[src/rtl/inst_queue_if.sv]
// Decode/issue-side bus of the instruction queue, with the controller's stall and flush controls.
interface inst_queue_if #(
  parameter int unsigned DEPTH = 8,
  parameter int unsigned WIDTH = 64
) ();
  localparam int unsigned CW = $clog2(DEPTH) + 1;

  logic             push_en;
  logic [WIDTH-1:0] push_data;
  logic             stall_push;
  logic             pop_en;
  logic             stall_pop;
  logic             flush;
  logic             head_valid;
  logic [WIDTH-1:0] head_data;
  logic             iq_full;
  logic             iq_empty;
  logic [CW-1:0]    iq_count;

  // Pipeline side: decode pushes, issue pops, controller stalls and flushes.
  modport master (
    output push_en, push_data, stall_push, pop_en, stall_pop, flush,
    input  head_valid, head_data, iq_full, iq_empty, iq_count
  );

  // Queue side.
  modport slave (
    input  push_en, push_data, stall_push, pop_en, stall_pop, flush,
    output head_valid, head_data, iq_full, iq_empty, iq_count
  );
endinterface

[src/rtl/inst_queue.sv]
// Instruction queue between decode and issue: circular FIFO with first-word fall-through head.
// Flush beats push/pop and stalls; a push into a full queue is dropped even if a pop is accepted.
module inst_queue #(
  parameter int unsigned DEPTH = 8,
  parameter int unsigned WIDTH = 64
) (
  input logic         clk,
  input logic         resetn,
  inst_queue_if.slave iq
);
  localparam int unsigned AW = $clog2(DEPTH);
  localparam int unsigned CW = AW + 1;

  logic [WIDTH-1:0] mem [DEPTH];
  logic [AW-1:0]    wr_ptr;
  logic [AW-1:0]    rd_ptr;
  logic [CW-1:0]    count;
  logic             full;
  logic             nonempty;
  logic             push_acc;
  logic             pop_acc;
  logic [CW-1:0]    count_nxt;

  assign full     = (count == CW'(DEPTH));
  assign nonempty = (count != '0);

  // Handshake acceptance; flush discards any same-cycle push or pop.
  assign push_acc = iq.push_en & ~iq.stall_push & ~full     & ~iq.flush;
  assign pop_acc  = iq.pop_en  & ~iq.stall_pop  & nonempty  & ~iq.flush;

  // Occupancy update: simultaneous push and pop leave it unchanged.
  always_comb begin
    count_nxt = count;
    case ({push_acc, pop_acc})
      2'b10:   count_nxt = count + CW'(1);
      2'b01:   count_nxt = count - CW'(1);
      default: count_nxt = count;
    endcase
  end

  // Pointer and occupancy state; DEPTH is a power of two so pointers wrap naturally.
  always_ff @(posedge clk or negedge resetn) begin
    if (!resetn) begin
      wr_ptr <= '0;
      rd_ptr <= '0;
      count  <= '0;
    end else if (iq.flush) begin
      wr_ptr <= '0;
      rd_ptr <= '0;
      count  <= '0;
    end else begin
      if (push_acc) wr_ptr <= wr_ptr + AW'(1);
      if (pop_acc)  rd_ptr <= rd_ptr + AW'(1);
      count <= count_nxt;
    end
  end

  // Entry storage, intentionally not reset.
  always_ff @(posedge clk) begin
    if (push_acc) mem[wr_ptr] <= iq.push_data;
  end

  // Status and head outputs derive from registered state only.
  assign iq.head_valid = nonempty;
  assign iq.head_data  = nonempty ? mem[rd_ptr] : '0;
  assign iq.iq_full    = full;
  assign iq.iq_empty   = ~nonempty;
  assign iq.iq_count   = count;
endmodule
[src/flat_wrapper.sv]
// flat-port wrapper written by rule: the top's interface ports become plain ports
module inst_queue_flat 
#(
  parameter int unsigned DEPTH = 8,
  parameter int unsigned WIDTH = 64
)
  (clk, resetn, iq_push_en, iq_push_data, iq_stall_push, iq_pop_en, iq_stall_pop, iq_flush, iq_head_valid, iq_head_data, iq_iq_full, iq_iq_empty, iq_iq_count);
  inst_queue_if #(.DEPTH(DEPTH), .WIDTH(WIDTH)) iq_i ();
  input logic clk;
  input logic resetn;
  input wire logic [$bits(iq_i.push_en)-1:0] iq_push_en;
  input wire logic [$bits(iq_i.push_data)-1:0] iq_push_data;
  input wire logic [$bits(iq_i.stall_push)-1:0] iq_stall_push;
  input wire logic [$bits(iq_i.pop_en)-1:0] iq_pop_en;
  input wire logic [$bits(iq_i.stall_pop)-1:0] iq_stall_pop;
  input wire logic [$bits(iq_i.flush)-1:0] iq_flush;
  output wire logic [$bits(iq_i.head_valid)-1:0] iq_head_valid;
  output wire logic [$bits(iq_i.head_data)-1:0] iq_head_data;
  output wire logic [$bits(iq_i.iq_full)-1:0] iq_iq_full;
  output wire logic [$bits(iq_i.iq_empty)-1:0] iq_iq_empty;
  output wire logic [$bits(iq_i.iq_count)-1:0] iq_iq_count;
  assign iq_i.push_en = iq_push_en;
  assign iq_i.push_data = iq_push_data;
  assign iq_i.stall_push = iq_stall_push;
  assign iq_i.pop_en = iq_pop_en;
  assign iq_i.stall_pop = iq_stall_pop;
  assign iq_i.flush = iq_flush;
  assign iq_head_valid = iq_i.head_valid;
  assign iq_head_data = iq_i.head_data;
  assign iq_iq_full = iq_i.iq_full;
  assign iq_iq_empty = iq_i.iq_empty;
  assign iq_iq_count = iq_i.iq_count;
  inst_queue #(.DEPTH(DEPTH), .WIDTH(WIDTH)) u_core (.clk(clk), .resetn(resetn), .iq(iq_i));
endmodule
[config.mk]
export PLATFORM = sky130hd
export DESIGN_NAME = inst_queue_flat
export DESIGN_NICKNAME = d
export VERILOG_FILES = /design/src/rtl/inst_queue_if.sv /design/src/rtl/inst_queue.sv /design/src/flat_wrapper.sv
export SDC_FILE = /design/constraint.sdc
export NUM_CORES = 1
export LEC_CHECK = 0
export CAP_MARGIN = 20
export CORE_ASPECT_RATIO = 2
export CORE_MARGIN = 2
export CORE_UTILIZATION = 25
export CTS_CLUSTER_SIZE = 16
export DETAILED_ROUTE_END_ITERATION = 6
export MAX_ROUTING_LAYER = met4
export PLACE_DENSITY_LB_ADDON = 0.3
export SYNTH_ARGS = -nofsm -noshare
export SYNTH_HDL_FRONTEND = slang
export SYNTH_SLANG_ARGS = --single-unit
[constraint.sdc]
create_clock -name clk -period 10 [get_ports clk]
set_input_delay 1.5 -clock clk [delete_from_list [all_inputs] [get_ports clk]]
set_output_delay 1.5 -clock clk [all_outputs]
set_load 0.005 [all_outputs]
==> impl_metrics.csv, run 1 <==
group,metric,value,unit
outcome,status,"finished, final reports clean",
critical_path,crit_chain,"buf_4, buf_4, mux4_2, mux2i_1, nor2_1, clkdlybuf4s50_1",
timing,fmax,0.176,GHz
critical_path,crit_required,8.50,ns
grt,grt_antenna_before_repair,6,
floorplan,start_util,0.253,
yosys,ys_async_sr_fraction,0.0192,
routing,vias,9303,
routing,initialDrtViolationCount,525,
clocking,post_cts_buffers,0,
final_layout,fillCellCount,7693,
placement,dp_hpwl,27.5,mm
timing,rsz0062_at_grt,"false",
critical_path,rrSetupSlack,6.83,ns
routing,drc,0,
clocking,cts_tree,"yes",
grt,grt_max_degree,88,
yosys,syn_nets,965,
critical_path,crit_top_cell,"buf_4",
critical_path,r2r_end,"u_core.mem[4][34]",
floorplan,die_w,204,um
pwr,power.density,186,nW/um^2
timing,setup_viol,0,
floorplan,fp.dieH,404,um
clocking,cts_sinks,522,
yosys,syn_inst,890,
yosys,synth_warnings,0,
yosys,synth_edf_count,512,
critical_path,r2r_cells,7,
critical_path,arrival,4.18,ns
yosys,yosysUniqueCellTypes,36,
final_layout,layout_common_cells,"edfxtp_1, clkdlybuf4s50_1, mux4_2",
timing,slew_headroom,0.352,
worst_hold_path,whs_path_depth,2,
timing,timing.final.crit_share,0.568,
floorplan,num_rows,146,
final_layout,fin_area,24300,um^2
routing,wl,48.0,mm
critical_path,cpMaxStageDelayCell,"dfrtp_4",
placement,place_area,22800,um^2
placement,routabilityCongestion,0.676,
routing,via_per_inst,4.37,
grt,grt_first_pass_wirelength,70.1,mm
critical_path,r2r-start,"u_core.iq.iq_count[0]",
clocking,clk_latency,0.58,ns
timing,worst_slew_pin_slew,0.972,ns
critical_path,cp-start-kind,"flop",
pwr,leakagePower,0.00714,uW
timing,layout_min_cycle_time,5.68,ns
yosys,synth-seq-cells,522,
worst_hold_path,holdCritPathClass,"reg2reg",
clocking,numCtsBuffers,47,
clocking,htreeDepth,2,
grt,grt_pass1_vias,10300,
final_layout,drive_above_1_share,0.214,
critical_path,cp_slowest_stage_delay,0.86,ns
grt,grt_overflow,0,
pwr,ir_drop,0.114,mV
critical_path,critPathCaptureType,"primary output",
final_layout,nets,1131,
final_layout,area_delta_synth_final,21.4,%
floorplan,io_pins,142,
clocking,clk_pin_slew_worst_paths,0.07,ns
clocking,clockBufferDepth,3,
floorplan,core,79300,um^2
critical_path,endpoint,"iq_head_data[63]",
final_layout,mostFrequentLayoutCell,"edfxtp_1",
clocking,cts_resized,0,
routing,firstDrtPassIters,4,
yosys,seq_area_frac_synth,0.780,
routing,post_drt_wl_per_cell,22.5,um
clocking,cts_hold_buf,0,
critical_path,crit_type,"reg2out",
routing,ant_nets,0,
run,max_cap_viol_count,0,
pwr,p_total,4520,uW
placement,portBuffers,141,
yosys,synth_area,20000,um^2
yosys,synth_area_per_cell,22.5,um^2
timing,drv_slew,0,
clocking,cts_root_buf,"clkbuf_16",
yosys,ys.flop_type,"edfxtp_1",
floorplan,die-area,82600,um^2
critical_path,startpoint,"u_core.rd_ptr[1]",
timing,setup_tns,0,ns
timing,finClkSkew,0.0175,ns
grt,grtUsageTotal,0.120,
critical_path,cp_max_fo,44,
timing,final_hold_viol_count,0,
-- cell usage after synthesis, types with 3 or more instances --
library cell,instances,share of area
edfxtp_1,512,0.77
mux4_2,128,0.14
nor2_1,77,0.014
mux2i_1,64,0.032
clkbuf_1,22,0.0041
buf_2,20,0.0050
dfrtp_1,10,0.012
nand2_1,6,0.0011
nor3_1,5,0.0012
a21oi_1,4,0.0010
ha_1,4,0.0025
nand3_1,4,0.0010
xor2_1,4,0.0017
xnor2_1,3,0.0013
-- layer usage --
| metal | track usage | vias up | routed length [um] |
|---|---|---|---|
| met5 | - | - | 0 |
| met4 | 0.0362 | 0 | 1140 |
| met3 | 0.0198 | 63 | 1850 |
| met2 | 0.217 | 198 | 26100 |
| met1 | 0.135 | 5011 | 18800 |
| li1 | - | 4031 | - |
-- worst max-delay path, delay by kind of cell, from the launching register on --
| kind | cells | cell delay [ns] |
|---|---|---|
| buffers and inverters | 3 | 1.85 |
| DFF | 1 | 0.86 |
| and+or+nand+nor | 1 | 0.06 |
| muxes | 2 | 0.65 |
-- per-stage QoR --
step | util | worst slack, ns | std cells | hold slack (ns)
after floorplan | - | 0.864 | 890 | 0.573
after global placement | 0.287 | 4.77 | 2040 | 0.580
after detailed placement | 0.288 | 4.85 | 2043 | 0.604
after CTS | 0.307 | 4.17 | 2127 | 0.615
after global routing | 0.307 | 4.10 | 2131 | 0.660
final | 0.307 | 4.32 | 2131 | 0.621
-- sequential cells by signal, indices dropped and copies added, names as in the netlist --
name                cells
u_core.iq.iq_count      4
u_core.rd_ptr           3
u_core.wr_ptr           3
u_core.mem            512
-- power by group --
group	total (uW)	internal (uW)	leakage (uW)	switching, uW
Sequential	2430	2420	0.00474	16.2
Combinational	323	168	0.00169	155
Clock	1760	952	0.000712	810
-- cell type report --
type | instances | area [um^2] | area share
sequential | 522 | 15600 | 0.643
multi-input combinational | 322 | 4260 | 0.175
timing repair buffer | 161 | 1630 | 0.0669
tap | 1036 | 1300 | 0.0533
clock buffer | 57 | 1210 | 0.0499
clock inverter | 27 | 264 | 0.0109
inverter | 2 | 11.3 | 0.000463
antenna | 4 | 10.0 | 0.000412
-- worst min-delay path by stage --
stage                                     start                    end
after floorplan           u_core.iq.iq_count[2]  u_core.iq.iq_count[2]
after global placement    u_core.iq.iq_count[2]  u_core.iq.iq_count[2]
after detailed placement  u_core.iq.iq_count[2]  u_core.iq.iq_count[2]
after CTS                 u_core.iq.iq_count[2]  u_core.iq.iq_count[2]
after global routing      u_core.iq.iq_count[2]  u_core.iq.iq_count[2]
final                     u_core.iq.iq_count[2]  u_core.iq.iq_count[2]
-- cells by family after synthesis --
logic type / synth area share
mux: 0.176
simple gates: 0.0220
fa+ha+maj: 0.00250
buf+inv: 0.00999
flops: 0.780
compound gates: 0.00618
xor+xnor: 0.00306
(Power assumes the default switching activity.)
==> inputs of run 2 (changes only) <==
==> constraint.sdc (replaced) <==
create_clock -name clk -period 4.7 [get_ports clk]
set_input_delay 0.705 -clock clk [delete_from_list [all_inputs] [get_ports clk]]
set_output_delay 0.705 -clock clk [all_outputs]
set_load 0.005 [all_outputs]
==> impl_metrics.csv, run 2 (same netlist as run 1, synthesis figures left out) <==
group,metric,value,unit
final_layout,regMostFlops,"u_core.mem",
final_layout,area_delta_synth_final,22.8,%
grt,grt_max_degree,65,
floorplan,die_w,204,um
clocking,cts_resized,0,
timing,layout_min_cycle_time,4.01,ns
floorplan,io_pins,142,
critical_path,crit_required,3.99,ns
routing,post_drt_wl_per_cell,22.2,um
floorplan,die-area,82600,um^2
timing,rsz0062_at_grt,"false",
floorplan,start_util,0.253,
grt,grt_first_pass_wirelength,69.8,mm
clocking,clk_latency,0.60,ns
critical_path,crit_type,"reg2out",
final_layout,fillCellCount,7720,
placement,dp_hpwl,27.4,mm
routing,vias,9308,
critical_path,crit_chain,"or4_1, inv_4, buf_4, nor2_1, clkdlybuf4s50_1",
clocking,cts_root_buf,"clkbuf_16",
worst_hold_path,holdCritPathClass,"in2async",
timing,final_hold_viol_count,0,
clocking,htreeDepth,2,
clocking,post_cts_buffers,0,
routing,firstDrtPassIters,4,
timing,setup_tns,0,ns
routing,wl,47.6,mm
timing,holdWs,0.464,ns
critical_path,arrival,3.31,ns
timing,worst_slew_pin_slew,0.992,ns
final_layout,mostFrequentLayoutCell,"edfxtp_1",
timing,drv_slew,0,
grt,grt_pass1_vias,10300,
routing,drc,0,
clocking,clockBufferDepth,3,
critical_path,cpLargestDelayFamily,"buffers and inverters",
floorplan,fp.dieH,404,um
routing,initialDrtViolationCount,324,
routing,ant_nets,0,
critical_path,cpMaxStageDelayCell,"or4_1",
clocking,cts_hold_buf,0,
clocking,cts_tree,"yes",
critical_path,cp_slowest_stage_delay,0.71,ns
run,max_cap_viol_count,0,
floorplan,num_rows,146,
critical_path,crit_buf_inv,3,
timing,slew_headroom,0.333,
critical_path,cp-start-kind,"flop",
timing,timing.final.crit_share,0.853,
clocking,cts_sinks,522,
timing,fmax,0.249,GHz
grt,grtUsageTotal,0.120,
placement,routabilityCongestion,0.700,
outcome,status,"finished, final reports clean",
placement,portBuffers,141,
final_layout,layout_common_cells,"edfxtp_1, clkdlybuf4s50_1, mux4_2",
final_layout,drive_above_1_share,0.221,
timing,finClkSkew,0.0141,ns
final_layout,largest_register_ffs,512,
grt,grt_overflow,0,
clocking,numCtsBuffers,51,
grt,grt_antenna_before_repair,4,
critical_path,cp_max_fo,52,
clocking,clk_pin_slew_worst_paths,0.06,ns
timing,setup_viol,0,
pwr,leakagePower,0.00727,uW
critical_path,critPathCaptureType,"primary output",
pwr,power.density,397,nW/um^2
final_layout,nets,1141,
routing,via_per_inst,4.33,
floorplan,core,79300,um^2
pwr,ir_drop,0.243,mV
-- run 2: cell count changes in the layout (fill, tap and decap cells not counted), moves of 4 or more --
cell	change
buf_12	+13
clkinv_2	+6
buf_4	-5
clkbuf_16	+5
clkinv_1	+4
-- run 2: final cells by class --
type / count / area (um^2) / area share
sequential: 522 / 15600 / 0.636
multi-input combinational: 322 / 4290 / 0.174
timing repair buffer: 167 / 1790 / 0.0729
clock buffer: 64 / 1350 / 0.0547
tap: 1036 / 1300 / 0.0527
clock inverter: 32 / 225 / 0.00915
inverter: 2 / 11.3 / 0.000458
antenna: 3 / 7.51 / 0.000305
-- run 2: report_power, final --
group / switching, uW / internal [uW]
Combinational: 347 / 368
Sequential: 22.9 / 5150
Clock: 1740 / 2150
Total: 2100 / 7660
-- run 2: final timing paths --
check / endpoint / depth (start not counted) / slack, ns / start
min reg2reg: u_core.iq.iq_count[2] / 2 / 0.65 / u_core.iq.iq_count[2]
max reg2reg: u_core.mem[4][22] / 6 / 1.88 / u_core.iq.iq_count[1]
max: iq_head_data[50] / 5 / 0.69 / u_core.iq.iq_count[1]
max in group asynchronous: u_core.rd_ptr[2] / 1 / 3.83 / resetn
min in group clk: u_core.iq.iq_count[2] / 2 / 0.65 / u_core.iq.iq_count[2]
min: u_core.iq.iq_count[3] / 1 / 0.46 / resetn
-- run 2: per-layer routing --
metal | GRT usage | wire length [um] | up-vias
met4 | 0.0355 | 1150 | 0
met5 | - | 0 | -
li1 | - | - | 4070
met3 | 0.0183 | 1740 | 71
met1 | 0.129 | 17900 | 4959
met2 | 0.224 | 26900 | 208
-- run 2: metrics by stage --
step	instance area (um^2)	total power (uW)	worst slack [ns]	utilization	cells
floorplan	20100	5600	-1.39	-	890
global placement	23000	6000	1.22	0.290	2049
detailed placement	23000	6010	1.17	0.290	2049
CTS	24600	9950	0.576	0.310	2145
global route	24600	10100	0.477	0.310	2147
finish	24600	9770	0.689	0.310	2148
